### src/rtl/imem_loader_pkg.sv
// Shared types for the instruction-memory boot loader.
// The CHK state exists only when IMEM_LOADER_CHECKSUM_EN is defined.
package imem_loader_pkg;
    localparam int BYTES_PER_WORD = 4;
    localparam int LEN_BYTES      = 2;

    typedef logic [7:0] byte_t;

    typedef enum logic [2:0] {
        S_IDLE,
        S_LEN_LO,
        S_LEN_HI,
        S_DATA,
        S_WRITE,
`ifdef IMEM_LOADER_CHECKSUM_EN
        S_CHK,
`endif
        S_DONE,
        S_ERR
    } state_t;
endpackage

### src/rtl/imem_word_packer.sv
// Little-endian byte-to-word assembler: first byte lands in [7:0].
// word_full flags the push that completes a word.
module imem_word_packer
    import imem_loader_pkg::*;
#(
    parameter int WIDTH = 32
) (
    input  logic             clk,
    input  logic             rst_n,
    input  logic             flush,
    input  logic             push,
    input  logic [7:0]       din,
    output logic [WIDTH-1:0] word,
    output logic             word_full
);
    logic [1:0] cnt;

    assign word_full = push && (cnt == 2'(BYTES_PER_WORD - 1));

    always_ff @(posedge clk or negedge rst_n) begin
        if (!rst_n) begin
            cnt  <= '0;
            word <= '0;
        end else if (flush) begin
            cnt  <= '0;
            word <= '0;
        end else if (push) begin
            word[{cnt, 3'b000} +: 8] <= din;
            cnt                      <= cnt + 2'd1;
        end
    end
endmodule

### src/rtl/imem_loader.sv
// Boot loader: length-prefixed byte stream into instruction memory, then CPU release.
// Define IMEM_LOADER_CHECKSUM_EN to require a trailing XOR checksum byte.
module imem_loader
    import imem_loader_pkg::*;
#(
    parameter int WIDTH = 32,
    parameter int DEPTH = 1024
) (
    input  logic             clk,
    input  logic             rst_n,
    input  logic             start,
    input  logic [7:0]       rx_data,
    input  logic             rx_valid,
    output logic             rx_ready,
    output logic             mem_we,
    output logic [WIDTH-1:0] mem_addr,
    output logic [WIDTH-1:0] mem_wdata,
    output logic             busy,
    output logic             done,
    output logic             cpu_run,
    output logic             err
);
    localparam int ADDR_BITS = $clog2(DEPTH);
    localparam int LW        = LEN_BYTES * 8;
`ifdef IMEM_LOADER_CHECKSUM_EN
    localparam state_t S_FIN = S_CHK;
`else
    localparam state_t S_FIN = S_DONE;
`endif

    state_t               state, nxt;
    logic [ADDR_BITS:0]   word_idx;
    logic [LW-1:0]        len, len_in;
    logic                 hs, go, push, word_full, last_word;
    logic                 rdy_nxt, busy_nxt;

    assign hs        = rx_valid && rx_ready;
    assign go        = start && (state == S_IDLE || state == S_DONE || state == S_ERR);
    assign push      = hs && (state == S_DATA);
    assign len_in    = {rx_data, len[7:0]};
    assign last_word = (LW'(word_idx) + LW'(1)) == len;
    assign mem_addr  = WIDTH'({word_idx, 2'b00});

    imem_word_packer #(.WIDTH(WIDTH)) u_packer (
        .clk       (clk),
        .rst_n     (rst_n),
        .flush     (go),
        .push      (push),
        .din       (rx_data),
        .word      (mem_wdata),
        .word_full (word_full)
    );

`ifdef IMEM_LOADER_CHECKSUM_EN
    byte_t csum;
    always_ff @(posedge clk or negedge rst_n) begin
        if (!rst_n)    csum <= '0;
        else if (go)   csum <= '0;
        else if (push) csum <= csum ^ rx_data;
    end
`endif

    always_comb begin
        nxt = state;
        case (state)
            S_IDLE:   if (go) nxt = S_LEN_LO;
            S_LEN_LO: if (hs) nxt = S_LEN_HI;
            S_LEN_HI: if (hs) begin
                if (len_in == '0)             nxt = S_FIN;
                else if (32'(len_in) > DEPTH) nxt = S_ERR;
                else                          nxt = S_DATA;
            end
            S_DATA:   if (word_full) nxt = S_WRITE;
            S_WRITE:  nxt = last_word ? S_FIN : S_DATA;
`ifdef IMEM_LOADER_CHECKSUM_EN
            S_CHK:    if (hs) nxt = (rx_data == csum) ? S_DONE : S_ERR;
`endif
            S_DONE,
            S_ERR:    if (go) nxt = S_LEN_LO;
            default:  nxt = S_IDLE;
        endcase
    end

    // Outputs are decoded from the next state so they line up with the state register.
    always_comb begin
        rdy_nxt  = (nxt == S_LEN_LO) || (nxt == S_LEN_HI) || (nxt == S_DATA);
`ifdef IMEM_LOADER_CHECKSUM_EN
        rdy_nxt  = rdy_nxt || (nxt == S_CHK);
`endif
        busy_nxt = !((nxt == S_IDLE) || (nxt == S_DONE) || (nxt == S_ERR));
    end

    always_ff @(posedge clk or negedge rst_n) begin
        if (!rst_n) begin
            state    <= S_IDLE;
            rx_ready <= 1'b0;
            mem_we   <= 1'b0;
            busy     <= 1'b0;
            done     <= 1'b0;
            cpu_run  <= 1'b0;
            err      <= 1'b0;
            word_idx <= '0;
            len      <= '0;
        end else begin
            state    <= nxt;
            rx_ready <= rdy_nxt;
            mem_we   <= (nxt == S_WRITE);
            busy     <= busy_nxt;
            done     <= (nxt == S_DONE);
            cpu_run  <= (nxt == S_DONE);
            err      <= (nxt == S_ERR);
            if (go) begin
                word_idx <= '0;
                len      <= '0;
            end
            if (state == S_LEN_LO && hs) len[7:0] <= rx_data;
            if (state == S_LEN_HI && hs) len      <= len_in;
            if (state == S_WRITE)        word_idx <= word_idx + 1'b1;
        end
    end
endmodule
### config.mk
export PLATFORM = sky130hd
export DESIGN_NAME = imem_loader
export DESIGN_NICKNAME = d
export VERILOG_FILES = /design/src/rtl/imem_loader_pkg.sv /design/src/rtl/imem_word_packer.sv /design/src/rtl/imem_loader.sv
export SDC_FILE = /design/constraint.sdc
export NUM_CORES = 1
export LEC_CHECK = 0
export ABC_AREA = 0
export CORE_ASPECT_RATIO = 1.25
export CORE_MARGIN = 2
export CORE_UTILIZATION = 45
export DETAILED_ROUTE_END_ITERATION = 8
export PLACE_DENSITY = 0.83
export SKIP_CTS_REPAIR_TIMING = 1
export SYNTH_ARGS = -nofsm -noshare
export SYNTH_HDL_FRONTEND = slang
export SYNTH_SLANG_ARGS = --single-unit
### constraint.sdc
create_clock -name clk -period 2.85 [get_ports clk]
set_clock_uncertainty 0.15 [all_clocks]
set_input_delay 0.4275 -clock clk [delete_from_list [all_inputs] [get_ports clk]]
set_output_delay 0.4275 -clock clk [all_outputs]
set_load 0.05 [all_outputs]
# After elaboration in Yosys (flattened, before gate mapping)
# Cells that the tools add are included.
# word_totals
reg_bits	69
input_bits	12
word_cells	73
# op_classes
n_addsub	4
n_lt_le_gt_ge	1
n_eq_ne	14
n_shift	2
mux	18
n_bitwise	1
reduce_logical	22
# op_table
operator	n
32-bit 2-to-1 mux	2
32-bit bitwise mux	1
16-bit 2-to-1 mux	2
8-bit by 7-bit variable shift with 32-bit output, first input constant	1
8-bit by 7-bit indexed part select with 32-bit output	1
11-bit 2-to-1 mux	2
3-bit 2-to-1 mux	7
3-bit equality test, second input constant	6
12-bit by 16-bit equality test with 1-bit output	1
16-bit by 11-bit greater-than comparator with 1-bit output, second input constant	1
16-bit logical NOT	1
3-bit case mux with 5 select lines	1
11-bit by 1-bit adder with 12-bit output, second input constant	1
3-bit by 2-bit equality test with 1-bit output, second input constant	4
11-bit by 1-bit adder with 11-bit output, second input constant	1
8-bit 2-to-1 mux	1
2-bit nonzero test	4
5-bit negation with 7-bit output	1
3-bit by 1-bit equality test with 1-bit output, second input constant	2
1-bit logical AND	6
3-bit logical NOT	2
1-bit logical OR	6
2-bit 2-to-1 mux	2
3-bit OR reduction	1
5 further kinds	5

# Depth between registers and ports, before layout
# depth
word_depth	10
ltp_mapped	8

# Cells and area by module
# From an unflattened synthesis, not the netlist that was laid out.
# unflattened
cells_unflattened	386
area_unflattened_um2	3807.4
# by_module_without_submodules
module	instances	cells_per_inst	area_per_inst_um2	seq_area_each_um2
imem_loader	1	280	2348.5	875.8
imem_word_packer	1	106	1458.9	850.8

# Least setup slack after synthesis
# Ideal clock, no wire load.
# synth_timing
path_type	register -> register
from	register word_idx[1]
to	register cpu_run
arrival_time_ps	2672
t_required_ps	2633
setup_slack_ps	-39
stages_incl_launch_ff	9
path_cell_list	dfrtp_1 ha_1 buf_6 xor3_1 or3_1 a21oi_2 o2111ai_2 o41ai_4 and3_1
# synth_via
elab_chain_len	5
# synth_lines
element	line_no	text
start: declaration	imem_loader.sv:32	logic [ADDR_BITS:0] word_idx;
start signal: assignment	imem_loader.sv:118	if (state == S_WRITE) word_idx <= word_idx + 1'b1;
11-bit by 1-bit adder with 12-bit output	imem_loader.sv:41	assign last_word = (LW'(word_idx) + LW'(1)) == len;
12-bit by 16-bit equality test with 1-bit output	imem_loader.sv:41	
3-bit 2-to-1 mux	imem_loader.sv:74	S_WRITE: nxt = last_word ? S_FIN : S_DATA;
3-bit case mux with 5 select lines	imem_loader.sv:65	case (state)
via nxt[2]	imem_loader.sv:31	state_t state, nxt;
3-bit equality test	imem_loader.sv:110	cpu_run <= (nxt == S_DONE);
end signal: assignment	imem_loader.sv:110	
end: declaration	imem_loader.sv:20	output logic cpu_run,
# The timed path passes the listed nets, and every way through them passes these cells.
# A chain may end at the register's enable or synchronous reset.

# Worst setup path in the final report
# Same ends and word-level chain as after synthesis.

==> summary.md <==
| Metric | Value |
|---|---|
| Initial antenna violation count | `0` |
| Worst reg2reg path startpoint | `word_idx[1]$_DFFE_PN0P_` |
| Max-slew headroom | `43.47%` |
| Post-synth top cells | `dfrtp_1, nand2_1, o21ai_0` |
| Outcome | `completed` |
| FF+latch count, synth | `69` |
| Largest net degree at the start of global routing | `70` |
| Die Width | `between 80 and 90 um` |
| Detail Placement HPWL | `6.459 mm` |
| Clock Tree Root | `clkbuf_8` |
| Fin. max-slew vios | `0` |
| Place WS | `around 0.12 ns` |
| Clock Pin Slew Worst Setup and Hold Paths | `roughly 0.090 ns` |
| Critical-path maximum fanout | `8` |
| Core Area | `0.007838 mm2` |
| DR iter-0 viols | `219` |
| Layout cells sized above 1 | `9.462%` |
| Global route overflow | `0` |
| I/O Buffers | `60` |
| Site row count | `36` |
| Length of the first detailed-routing pass in iterations | `7` |
| Critical path's slowest cell | `o41ai_4` |
| Mapped Cells | `387` |
| Worst path arrival time | `2.73 ns` |
| Slew @ Worst Pin | `0.8480 ns` |
| Yosys top cell by area | `dfrtp_1` |
| Final setup fails | `0` |
| Final non-filler cell total | `560` |
| Final hold violation count | `0` |
| Final worst-path cycle share | `90.73%` |
| CTS Buf Count | `9` |
| RSZ-0062 raised after global routing | `false` |
| Inst Count DP | `544` |
| Synth-to-Final Area Change | `24.12%` |
| First-pass GRT wire length | `about 15 mm` |
| Tightest Hold Check Type | `primary input to asynchronous set/reset pin` |
| Largest cells by area after synthesis | `dfrtp_1, nand2_1, a22o_1` |
| Fmax | `386.7 MHz` |
| Synth Cell Area | `0.003652 mm2` |
| Fin nets | `~480` |
| Initial core utilization | `a little under half` |
| WP data required | `3.00 ns` |
| Ys async rst share | `100.0%` |
| Vias in the first global route | `around 3.2k` |
| Worst path max stage delay | `~0.49 ns` |
| Post-synth EDFFs | `0` |
| Leak | `1.952 nW` |
| Synthesized area per cell | `between 9 and 10 um2` |
| GP Congestion | `a little under 0.9` |
| CP cell instances | `ha_1 -> xor3_1 -> or3_1 -> a21oi_2 -> o2111ai_2 -> o41ai_4 -> and3_1` |
| Final WS setup | `0.2641 ns` |
| Routed wire length | `9.223 mm` |
| Startpoint Class | `register` |
| Critical Path Start | `word_idx[1]$_DFFE_PN0P_` |
| CTS H-tree lvls | `3` |
| CTS sink count | `69` |
| Setup TNS | `0 ns` |
| Fillers | `~680` |
| Crit path kind | `register to register` |
| Max-cap viol count | `0` |
| Sequential share of the synthesized area | `47.28%` |
| Yosys cell types | `between 50 and 60` |
| Via density | `5.821` |
| Synth warn | `0` |
| FF+latch area | `0.001728 mm2` |
| DIE HEIGHT | `104.7 um` |
| CTS tree | `yes` |
| # diodes | `0` |
| Top-area cell type share of the netlist area | `47.28%` |
| Post-synth top flop | `dfrtp_1` |
| Skew-Pair Late Insertion Delay | `0.36 ns` |
| DR DRC count | `0` |
| I/O pin count | `82` |
| Crit. End Element | `register` |
| Gr usage total | `between 20% and 30%` |
| Tot Pwr | `between 3 and 4 mW` |
| Placed cell area | `between 0.004 and 0.005 mm2` |
| Drt wl/cell | `around 16 um` |
| Final min period | `2.586 ns` |
| Top-count cell post-synth | `dfrtp_1` |
| Design area | `about 0.0045 mm2` |
| Worst IR drop on VDD | `about 0.45 mV` |
| Multi-input logic area | `0.001724 mm2` |
| Post-route ant nets | `0` |
| Power per cell area | `811.3 mW/mm2` |
| Clock buffer depth | `2` |
| Full die area | `0.008858 mm2` |
| Via count | `3260` |
[cell families after synthesis]
logic type / count (synthesis) / synth area share, %
simple gates: 148 / 19.46
compound gates: 106 / 19.97
flops: 69 / 47.28
buf+inv: 44 / 7.571
xor+xnor: 12 / 3.289
fa+ha+maj: 6 / 2.055
other cells: 1 / 0.1027
mux: 1 / 0.2741
[routing by layer]
metal / global-route usage (%) / wire (um)
met1: 26.04 / 3579
met3: 5.371 / 673
met2: 36.05 / 4622
met4: 11.56 / 349
met5: 0 / 0
[layout by cell type (no fill, tap or decap), drive strengths merged, types with 6 or more instances in the layout]
cell type,synthesis,final
ha,6,6
xnor2,7,7
nor3,9,9
o21ai,33,33
nor2,24,24
a21oi,20,20
clkdlybuf4s50,0,59
nand3,18,18
nand2,60,60
conb,1,21
buf,29,20
a22o,20,20
clkbuf,8,9
inv,7,12
dfrtp,69,69
[area by class of cell]
type	instances	area share, %
Clock buffer	9	2.733
Clock inverter	7	1.628
Inverter	7	0.5796
Multi-Input combinational cell	294	38.03
Sequential cell	69	38.12
Tap cell	95	2.622
Timing Repair Buffer	79	16.28
[power by group]
| group | internal, mW | switching [mW] | leakage (nW) | total [mW] |
|---|---|---|---|---|
| combinational | 0.529 | 0.995 | 0.913 | 1.52 |
| sequential | 1.16 | 0.184 | 0.938 | 1.34 |
| clock | 0.346 | 0.464 | 0.101 | 0.810 |
[worst max-delay path, delay by kind of cell (launching register included)]
kind                     cells  cell delay (ns)
AO/OA/AOI/OAI                3             0.82
XOR/XNOR                     1             0.35
adder cells (fa/ha/maj)      1             0.21
flip-flops                   1             0.46
AND/OR/NAND/NOR              2             0.54
[sequential cells by signal, indices dropped and copies added, names as in the netlist]
name,count
mem_we,1
cpu_run,1
state,3
rx_ready,1
busy,1
len,16
word_idx,11
err,1
u_packer.cnt,2
u_packer.word,32
[through the flow]
stage	util, %	hold WS (ns)
after floorplan	-	-0.01809
after global placement	55.32	0.3107
after detailed placement	55.32	0.3312
after CTS	57.84	0.1189
after global routing	57.84	0.1849
final	57.84	0.09978
[worst paths after layout]
kind / to / slack, ns / depth (start not counted)
min reg2reg: u_packer.word[10]$_DFFE_PN0P_ / 0.35 / 2
min: u_packer.word[21]$_DFFE_PN0P_ / 0.1 / 2
max: cpu_run$_DFF_PN0_ / 0.26 / 7
max in group asynchronous: word_idx[1]$_DFFE_PN0P_ / 1.85 / 2
min in group clk: u_packer.word[10]$_DFFE_PN0P_ / 0.35 / 2
max reg2reg: cpu_run$_DFF_PN0_ / 0.26 / 7
Power figures use the tool's default switching activity.
